File: config.mk
export PLATFORM = sky130hd
export DESIGN_NAME = alu_unit
export DESIGN_NICKNAME = d
export VERILOG_FILES = /design/src/rtl/alu_pkg.sv /design/src/rtl/alu_addsub.sv /design/src/rtl/alu_unit.sv
export SDC_FILE = /design/constraint.sdc
export NUM_CORES = 1
export LEC_CHECK = 0
export BUFFER_PORTS_ARGS = -buffer_cell sky130_fd_sc_hd__buf_2
export CAP_MARGIN = 20
export CORE_AREA = 2 2 39 41
export CTS_CLUSTER_SIZE = 14
export DETAILED_ROUTE_END_ITERATION = 8
export DIE_AREA = 0 0 41 43
export PLACE_DENSITY = 0.45
export SLEW_MARGIN = 15
export SYNTH_ARGS = -nofsm -noshare
export SYNTH_HDL_FRONTEND = slang
export SYNTH_SLANG_ARGS = --single-unit
File: constraint.sdc
create_clock -name clk -period 1.7 [get_ports clk]
set_input_delay 0.17 -clock clk [delete_from_list [all_inputs] [get_ports clk]]
set_output_delay 0.17 -clock clk [all_outputs]
set_load 0.005 [all_outputs]
File: src/rtl/alu_pkg.sv
// alu_pkg: ALU op-code constants and a legality check shared by alu_unit and its bench
package alu_pkg;
  localparam logic [3:0] ALU_AND  = 4'b0000;
  localparam logic [3:0] ALU_OR   = 4'b0001;
  localparam logic [3:0] ALU_ADD  = 4'b0010;
  localparam logic [3:0] ALU_XOR  = 4'b0011;
  localparam logic [3:0] ALU_SUB  = 4'b0110;
  localparam logic [3:0] ALU_SLT  = 4'b0111;
  localparam logic [3:0] ALU_SLTU = 4'b1000;
  localparam logic [3:0] ALU_NOR  = 4'b1100;
  function automatic logic is_legal_op(input logic [3:0] op);
    return op inside {ALU_AND, ALU_OR, ALU_ADD, ALU_XOR, ALU_SUB, ALU_SLT, ALU_SLTU, ALU_NOR};
  endfunction
endpackage

File: src/rtl/alu_addsub.sv
// alu_addsub: combinational WIDTH-bit adder/subtractor; in a, b, sub -> out sum, carry (not-borrow when sub), overflow (signed)
module alu_addsub #(
  parameter int WIDTH = 1
) (
  input  logic [WIDTH-1:0] a,
  input  logic [WIDTH-1:0] b,
  input  logic             sub,
  output logic [WIDTH-1:0] sum,
  output logic             carry,
  output logic             overflow
);
  logic [WIDTH-1:0] bx;
  assign bx = sub ? ~b : b;
  assign {carry, sum} = {1'b0, a} + {1'b0, bx} + {{WIDTH{1'b0}}, sub};
  assign overflow = (a[WIDTH-1] == bx[WIDTH-1]) && (sum[WIDTH-1] != a[WIDTH-1]);
endmodule

File: src/rtl/alu_unit.sv
// alu_unit: registered MIPS-style ALU; in clk, rst, in_valid, a, b, alu_op -> out out_valid, result, zero, illegal_op (+carry_out, overflow when ALU_FLAGS_EN)
module alu_unit
  import alu_pkg::*;
#(
  parameter int WIDTH = 1
) (
  input  logic             clk,
  input  logic             rst,
  input  logic             in_valid,
  input  logic [WIDTH-1:0] a,
  input  logic [WIDTH-1:0] b,
  input  logic [3:0]       alu_op,
  output logic             out_valid,
  output logic [WIDTH-1:0] result,
  output logic             zero,
  output logic             illegal_op
`ifdef ALU_FLAGS_EN
  ,
  output logic             carry_out,
  output logic             overflow
`endif
);
  logic [WIDTH-1:0] sum, res;
  logic carry, ovf, lt_s, lt_u;
  alu_addsub #(.WIDTH(WIDTH)) u_addsub (
    .a(a),
    .b(b),
    .sub(alu_op != ALU_ADD),
    .sum(sum),
    .carry(carry),
    .overflow(ovf)
  );
  assign lt_s = sum[WIDTH-1] ^ ovf;
  assign lt_u = ~carry;
  always_comb
    res = alu_op == ALU_AND  ? a & b :
          alu_op == ALU_OR   ? a | b :
          alu_op == ALU_XOR  ? a ^ b :
          alu_op == ALU_NOR  ? ~(a | b) :
          alu_op == ALU_ADD || alu_op == ALU_SUB ? sum :
          alu_op == ALU_SLT  ? WIDTH'(lt_s) :
          alu_op == ALU_SLTU ? WIDTH'(lt_u) : '0;
  always_ff @(posedge clk)
    if (rst) begin
      out_valid  <= 1'b0;
      result     <= '0;
      zero       <= 1'b1;
      illegal_op <= 1'b0;
    end else begin
      out_valid <= in_valid;
      if (in_valid) begin
        result     <= res;
        zero       <= res == '0;
        illegal_op <= !is_legal_op(alu_op);
      end
    end
`ifdef ALU_FLAGS_EN
  always_ff @(posedge clk)
    if (rst) begin
      carry_out <= 1'b0;
      overflow  <= 1'b0;
    end else if (in_valid) begin
      carry_out <= alu_op inside {ALU_ADD, ALU_SUB, ALU_SLT, ALU_SLTU} ? carry : 1'b0;
      overflow  <= alu_op inside {ALU_ADD, ALU_SUB} ? ovf : 1'b0;
    end
`endif
endmodule

==> results by group, run 1 <==
Power
  • Sequential power share: 0.376
  • IR drop worst, VDD: 151 µV
  • Power share of the clock group: 0.429
  • Pwr Density: 769 nW/µm²
  • Combinational share of power: 0.194
  • Sw frac: 0.244
  • Int Power: 0.206 mW
  • Sw power: 0.0666 mW
  • Leakage: about 0.18 nW

Global routing
  • GRT Util Overall: 0.0801
  • Largest net degree at the start of global routing: 7
  • Total grt overflow: 0
  • Initial antenna violation count: 0
  • Vias in the first global route: 233
  • First-pass GRT wire length: 897 µm

Yosys
  • Asr flop ratio synth: 0
  • Post-Syn Area: 251 µm²
  • Syn avg cell area: ~8.7 µm²
  • Area contributors post-synth: dfxtp_1 32%, ha_1 10%, inv_1 7.5%
  • Synth top cells by count: 5 x inv_1, 4 x dfxtp_1, 3 x nor2_1
  • Syn. warnings: 0
  • Number of synthesized flops with an enable pin: 0
  • #FFs+latches synth: 4
  • Syn Inst Count: 29
  • Post-synthesis sequential area ratio: 0.318
  • Top cell type's share of synthesized area: 0.318
  • Post-synth top flop: dfxtp_1
  • Dominant cell type by area after synthesis: dfxtp_1
  • Yosys cell types: 16
  • Count leader, synth: inv_1
  • Synthesized net count: 40

STA
  • Min Tclk post-route: 1270 ps
  • Maximum clock frequency: 0.788 GHz
  • Final Cycle Share: 0.746
  • Slew headroom: 0.889
  • Setup TNS: 0 ps
  • Final setup viols: 0
  • Final hold violations: 0
  • Slew @ Worst Pin: 165 ps
  • RSZ-0062 raised after global routing: false
  • Skew final: 0 ps
  • Fin. max-slew vios: 0

Critical path
  • Worst-path maximum fanout: 4
  • CP required: 1820 ps
  • Startpoint types: input port
  • Crit path DAT: 1390 ps
  • Worst Setup Path Type: input port to register
  • Crit path capture type: register

Clock network
  • Longest Clk Path Bufs: 2
  • Clk sinks: 4
  • CTS tree: yes
  • Root Buffer: clkbuf_4
  • TritonCTS Buffers: 3
  • Resized cells post-CTS: 0
  • CTS clk-pin slew, worst paths: 40 ps
  • Hold buffers post-CTS: 0
  • H-tree Lvls: 1
  • Worst-Skew Late Latency: 240 ps
  • Setup bufs post-CTS: 0

Floorplanning
  • Initial Util: 0.182
  • Die area: 1760 µm²
  • Core footprint: 1380 µm²
  • Row count: 14
  • I/O pins: 13
  • Height of the die: 43 µm
  • Die Span X: 41 µm

Drt
  • DR iter-0 viols: 0
  • Routed wire length: roughly 570 µm
  • Vias: 256
  • Detailed-route vias per instance: around 4.3
  • Initial DRT Pass Iterations: 1
  • Post-DR wirelength/cell: 9.45 µm
  • Post-route ant nets: 0
  • DRC Markers: 0

Layout
  • Fillcell total: 161
  • Layout area overhead: 40.8%
  • Ant. Diodes: 0
  • Final Instance Area: 354 µm²
  • Final net count: 57
  • Share of cells above drive strength 1: 0.409

Place
  • GPL Wtd Cong: 0.633
  • Post-DP HPWL: around 440 µm
  • Buffers on Ports: 12
  • Cell Area, Placed: around 330 µm²

Job
  • Max Cap Viol: 0

Worst hold path
  • Hold Crit Class: input port to register

Outcome
  • Outcome: finished clean
power groups by stage:
stage / clock, mW / sequential, mW / combinational (mW)
global placement: 0 / 0.104 / 0.0528
CTS: 0.126 / 0.102 / 0.0533
finish: 0.117 / 0.102 / 0.0529
global route: 0.130 / 0.103 / 0.0598
detailed placement: 0 / 0.104 / 0.0524
floorplan: 0 / 0.105 / 0.0254
layout make-up:
type	instances	area, µm²	share of cell area
Tap cell	16	20.0	0.0565
Clock buffer	3	22.5	0.0636
Timing Repair Buffer	12	60.1	0.170
Sequential cell	4	80.1	0.226
Inverter	5	18.8	0.0530
Multi-Input combinational cell	20	153	0.431
cell families (layout without fill, tap and decap cells):
kind of cell | after synthesis | count (layout) | synth area share
and+or+nand+nor | 8 | 8 | 0.169
muxes | 1 | 1 | 0.0398
DFF | 4 | 4 | 0.318
buffers and inverters | 5 | 20 | 0.0746
adders and majority gates | 2 | 2 | 0.0995
AOI/OAI and AO/OA | 9 | 9 | 0.298
critical path, cell delays in order:
cell and delay, ps:
buf_2 110, inv_1 40, ha_1 260, a21boi_0 160, a41oi_1 60, o32a_1 340
a31o_2 240
stage by stage:
step,hold WS (ps),setup WS (ps),power [mW],instances,util
floorplan,237,387,0.130,29,-
global placement,392,189,0.157,57,0.240
detailed placement,387,194,0.156,57,0.240
CTS,139,436,0.282,60,0.256
global route,149,343,0.293,60,0.256
finish,149,432,0.272,60,0.256
sequential cells by signal (all words and copies together) (netlist names):
signal	flops
out_valid	1
zero	1
result	1
illegal_op	1
layer usage:
metal | GRT usage | vias to the layer above | part of all wire
met5 | 0 | - | 0
met4 | 0.0800 | 0 | 0
met3 | 0.0314 | 0 | 0.10
met2 | 0.103 | 13 | 0.41
met1 | 0.0924 | 108 | 0.48
li1 | - | 135 | -
cells in the final DEF, fill, tap and decap left out:
cell / instances
clkbuf_4: 3
inv_1: 5
or4_4: 1
nor2_1: 3
a21boi_0: 1
a31o_2: 1
ha_1: 2
nand3_1: 1
mux2i_1: 1
a21o_1: 2
nand2_1: 2
a311oi_2: 1
o32a_1: 1
a21oi_1: 2
buf_2: 12
nor3b_1: 1
a41oi_1: 1
dfxtp_1: 4
worst paths after layout:
path | from | slack (ps) | endpoint | depth (start not counted)
setup / recovery | a | 430 | zero | 7
hold / removal | rst | 150 | illegal_op | 2
setup reg to reg | zero | 930 | zero | 2
hold reg to reg | illegal_op | 450 | illegal_op | 2
Power figures use the tool's default switching activity.
==> inputs of run 2 (changes only) <==
Clock period 1.7 ns to 1.2 ns, I/O delays scaled along.
==> results by group, run 2 (synthesized netlist as in run 1, its figures left out) <==
STA
  • RSZ-0062 raised after global routing: true
  • Slew headroom: 0.885 (-0.00394)
  • Slew @ Worst Pin: 173 ps (+7.72 ps)
  • Min Tclk post-route: ~1200 ps
  • Maximum clock frequency: 0.860 GHz
  • Worst Setup Slack, final: 37.2 ps (-394 ps)
  • Skew final: 0 ps (unchanged)
  • Setup TNS: 0 ps (unchanged)
  • Fin. max-slew vios: 0 (unchanged)
  • Final hold violations: 0 (unchanged)
  • Final Cycle Share: 0.969
  • Min Hold Slack: 108 ps (-41.6 ps)
  • Final setup viols: 0 (unchanged)

Floorplanning
  • Initial Util: 0.182 (unchanged)
  • Row count: 14 (unchanged)
  • I/O pins: 13 (unchanged)
  • Height of the die: 43 µm (unchanged)
  • Die Span X: 41 µm (unchanged)
  • Core footprint: 1380 µm² (unchanged)
  • Die area: 1760 µm² (unchanged)

Outcome
  • Outcome: finished clean

Clock network
  • CTS clk-pin slew, worst paths: 40 ps (about the same)
  • Root Buffer: clkbuf_4
  • Longest Clk Path Bufs: 2 (unchanged)
  • CTS tree: yes
  • H-tree Lvls: 1 (unchanged)
  • TritonCTS Buffers: 3 (unchanged)
  • Worst-Skew Late Latency: 230 ps (about the same)
  • Clk sinks: 4 (unchanged)
  • Setup bufs post-CTS: 0 (unchanged)
  • Hold buffers post-CTS: 0 (unchanged)

Layout
  • Fin util: 0.307 (+0.0515)
  • Layout area overhead: 69.2%
  • Final net count: 59 (+3.5%)
  • Most common cell after layout, fill and taps aside: buf_2
  • Ant. Diodes: 0 (unchanged)
  • Share of cells above drive strength 1: 0.543 (+0.134)
  • Most frequent cells in the layout: 10 x buf_2, 4 x dfxtp_1, 3 x inv_1, 3 x nor2_1, 3 x clkbuf_4

Worst hold path
  • Hold Crit Class: input port to register
  • Hold Crit Depth: 2 (unchanged)

Power
  • Power share of the clock group: 0.403 (-0.026)
  • Sequential power share: 0.352 (-0.024)
  • Int Power: 0.309 mW (+50%)
  • Leakage: 0.196 nW (+10%)
  • Sw power: 0.105 mW (+57%)
  • IR drop worst, VDD: 220 µV (+46%)
  • Power Total: 0.413 mW (+52%)
  • Combinational share of power: 0.245 (+0.051)
  • Sw frac: 0.253 (+0.00889)
  • Pwr Density: 972 nW/µm² (+26%)

Job
  • Max Cap Viol: 0 (unchanged)

Global routing
  • First-pass GRT wire length: 952 µm (+6.1%)
  • Vias in the first global route: 236 (+1.3%)
  • GRT Util Overall: 0.0832 (+0.00317)
  • Largest net degree at the start of global routing: 7 (unchanged)
  • Initial antenna violation count: 0 (unchanged)
  • Total grt overflow: 0 (unchanged)

Critical path
  • Worst-case reg-to-reg path depth: 2 (unchanged)
  • Crit path capture type: register
  • Startpoint types: input port
  • Worst Setup Path Type: input port to register
  • CP required: 1350 ps (-470 ps)
  • Crit path DAT: 1310 ps (-80 ps)
  • Worst-path maximum fanout: 3 (-1)

Drt
  • Vias: 272 (+6.3%)
  • DR iter-0 viols: 2 (+2)
  • Routed wire length: 621 µm (+9.5%)
  • Detailed-route vias per instance: 4.39 (+2.8%)
  • Post-route ant nets: 0 (unchanged)
  • Initial DRT Pass Iterations: 2 (+1)
  • DRC Markers: 0 (unchanged)
  • Post-DR wirelength/cell: 10.0 µm (+6.0%)

Place
  • Post-DP HPWL: 476 µm (+9.3%)
  • GPL Wtd Cong: 0.680 (+7.4%)
  • Buffers on Ports: 12 (unchanged)
  • DP Worst Slack: -260 ps (-455 ps)
-- run 2: changes by cell type in the layout (fill, tap and decap cells not counted), sizes merged --
cell / before / now
buf: 12 / 14
-- run 2: power by group through the flow --
stage / combinational, mW / sequential, mW / clock (mW)
floorplan: 0.0429 / 0.149 / 0
detailed placement: 0.0919 / 0.147 / 0
CTS: 0.0921 / 0.145 / 0.175
global route: 0.115 / 0.146 / 0.179
global placement: 0.0915 / 0.147 / 0
finish: 0.101 / 0.145 / 0.167
-- run 2: repair_timing --
| action | CTS | global route |
|---|---|---|
| endpoints found under the hold margin | 0 | 0 |
| setup endpoints to repair | 2 | 2 |
| gates resized for setup | 0 | 8 |
| pin swaps | 1 | 2 |
-- run 2: stage by stage --
step	area, µm²	std cells
floorplan	280	29
global placement	375	59
detailed placement	375	59
CTS	398	62
global route	425	62
finish	425	62
-- run 2: final cells by class --
| class | count | area, µm² |
|---|---|---|
| fill | 149 | 958 |
| tap | 16 | 20.0 |
| sequential | 4 | 80.1 |
| timing repair buffer | 14 | 95.1 |
| clock buffer | 3 | 22.5 |
| multi-input combinational | 20 | 176 |
| inverter | 5 | 31.3 |
-- run 2: critical path: stages --
cell,delay [ps]
buf_8,90
inv_8,30
ha_4,240
a21boi_2,150
a41oi_2,50
o32a_1,380
a311oi_2,250
-- run 2: metal layers --
metal / routed length (µm) / global-route usage
met5: 0 / 0
met4: 10 / 0.0800
met3: 77 / 0.0314
met2: 283 / 0.106
met1: 250 / 0.0994
-- run 2: path summary, 6_finish.rpt --
check / startpoint / end / slack [ps]
worst min-delay path: rst / out_valid / 110
worst min register to register: illegal_op / illegal_op / 460
worst max register to register: zero / zero / 430
worst max-delay path: a / result / 40
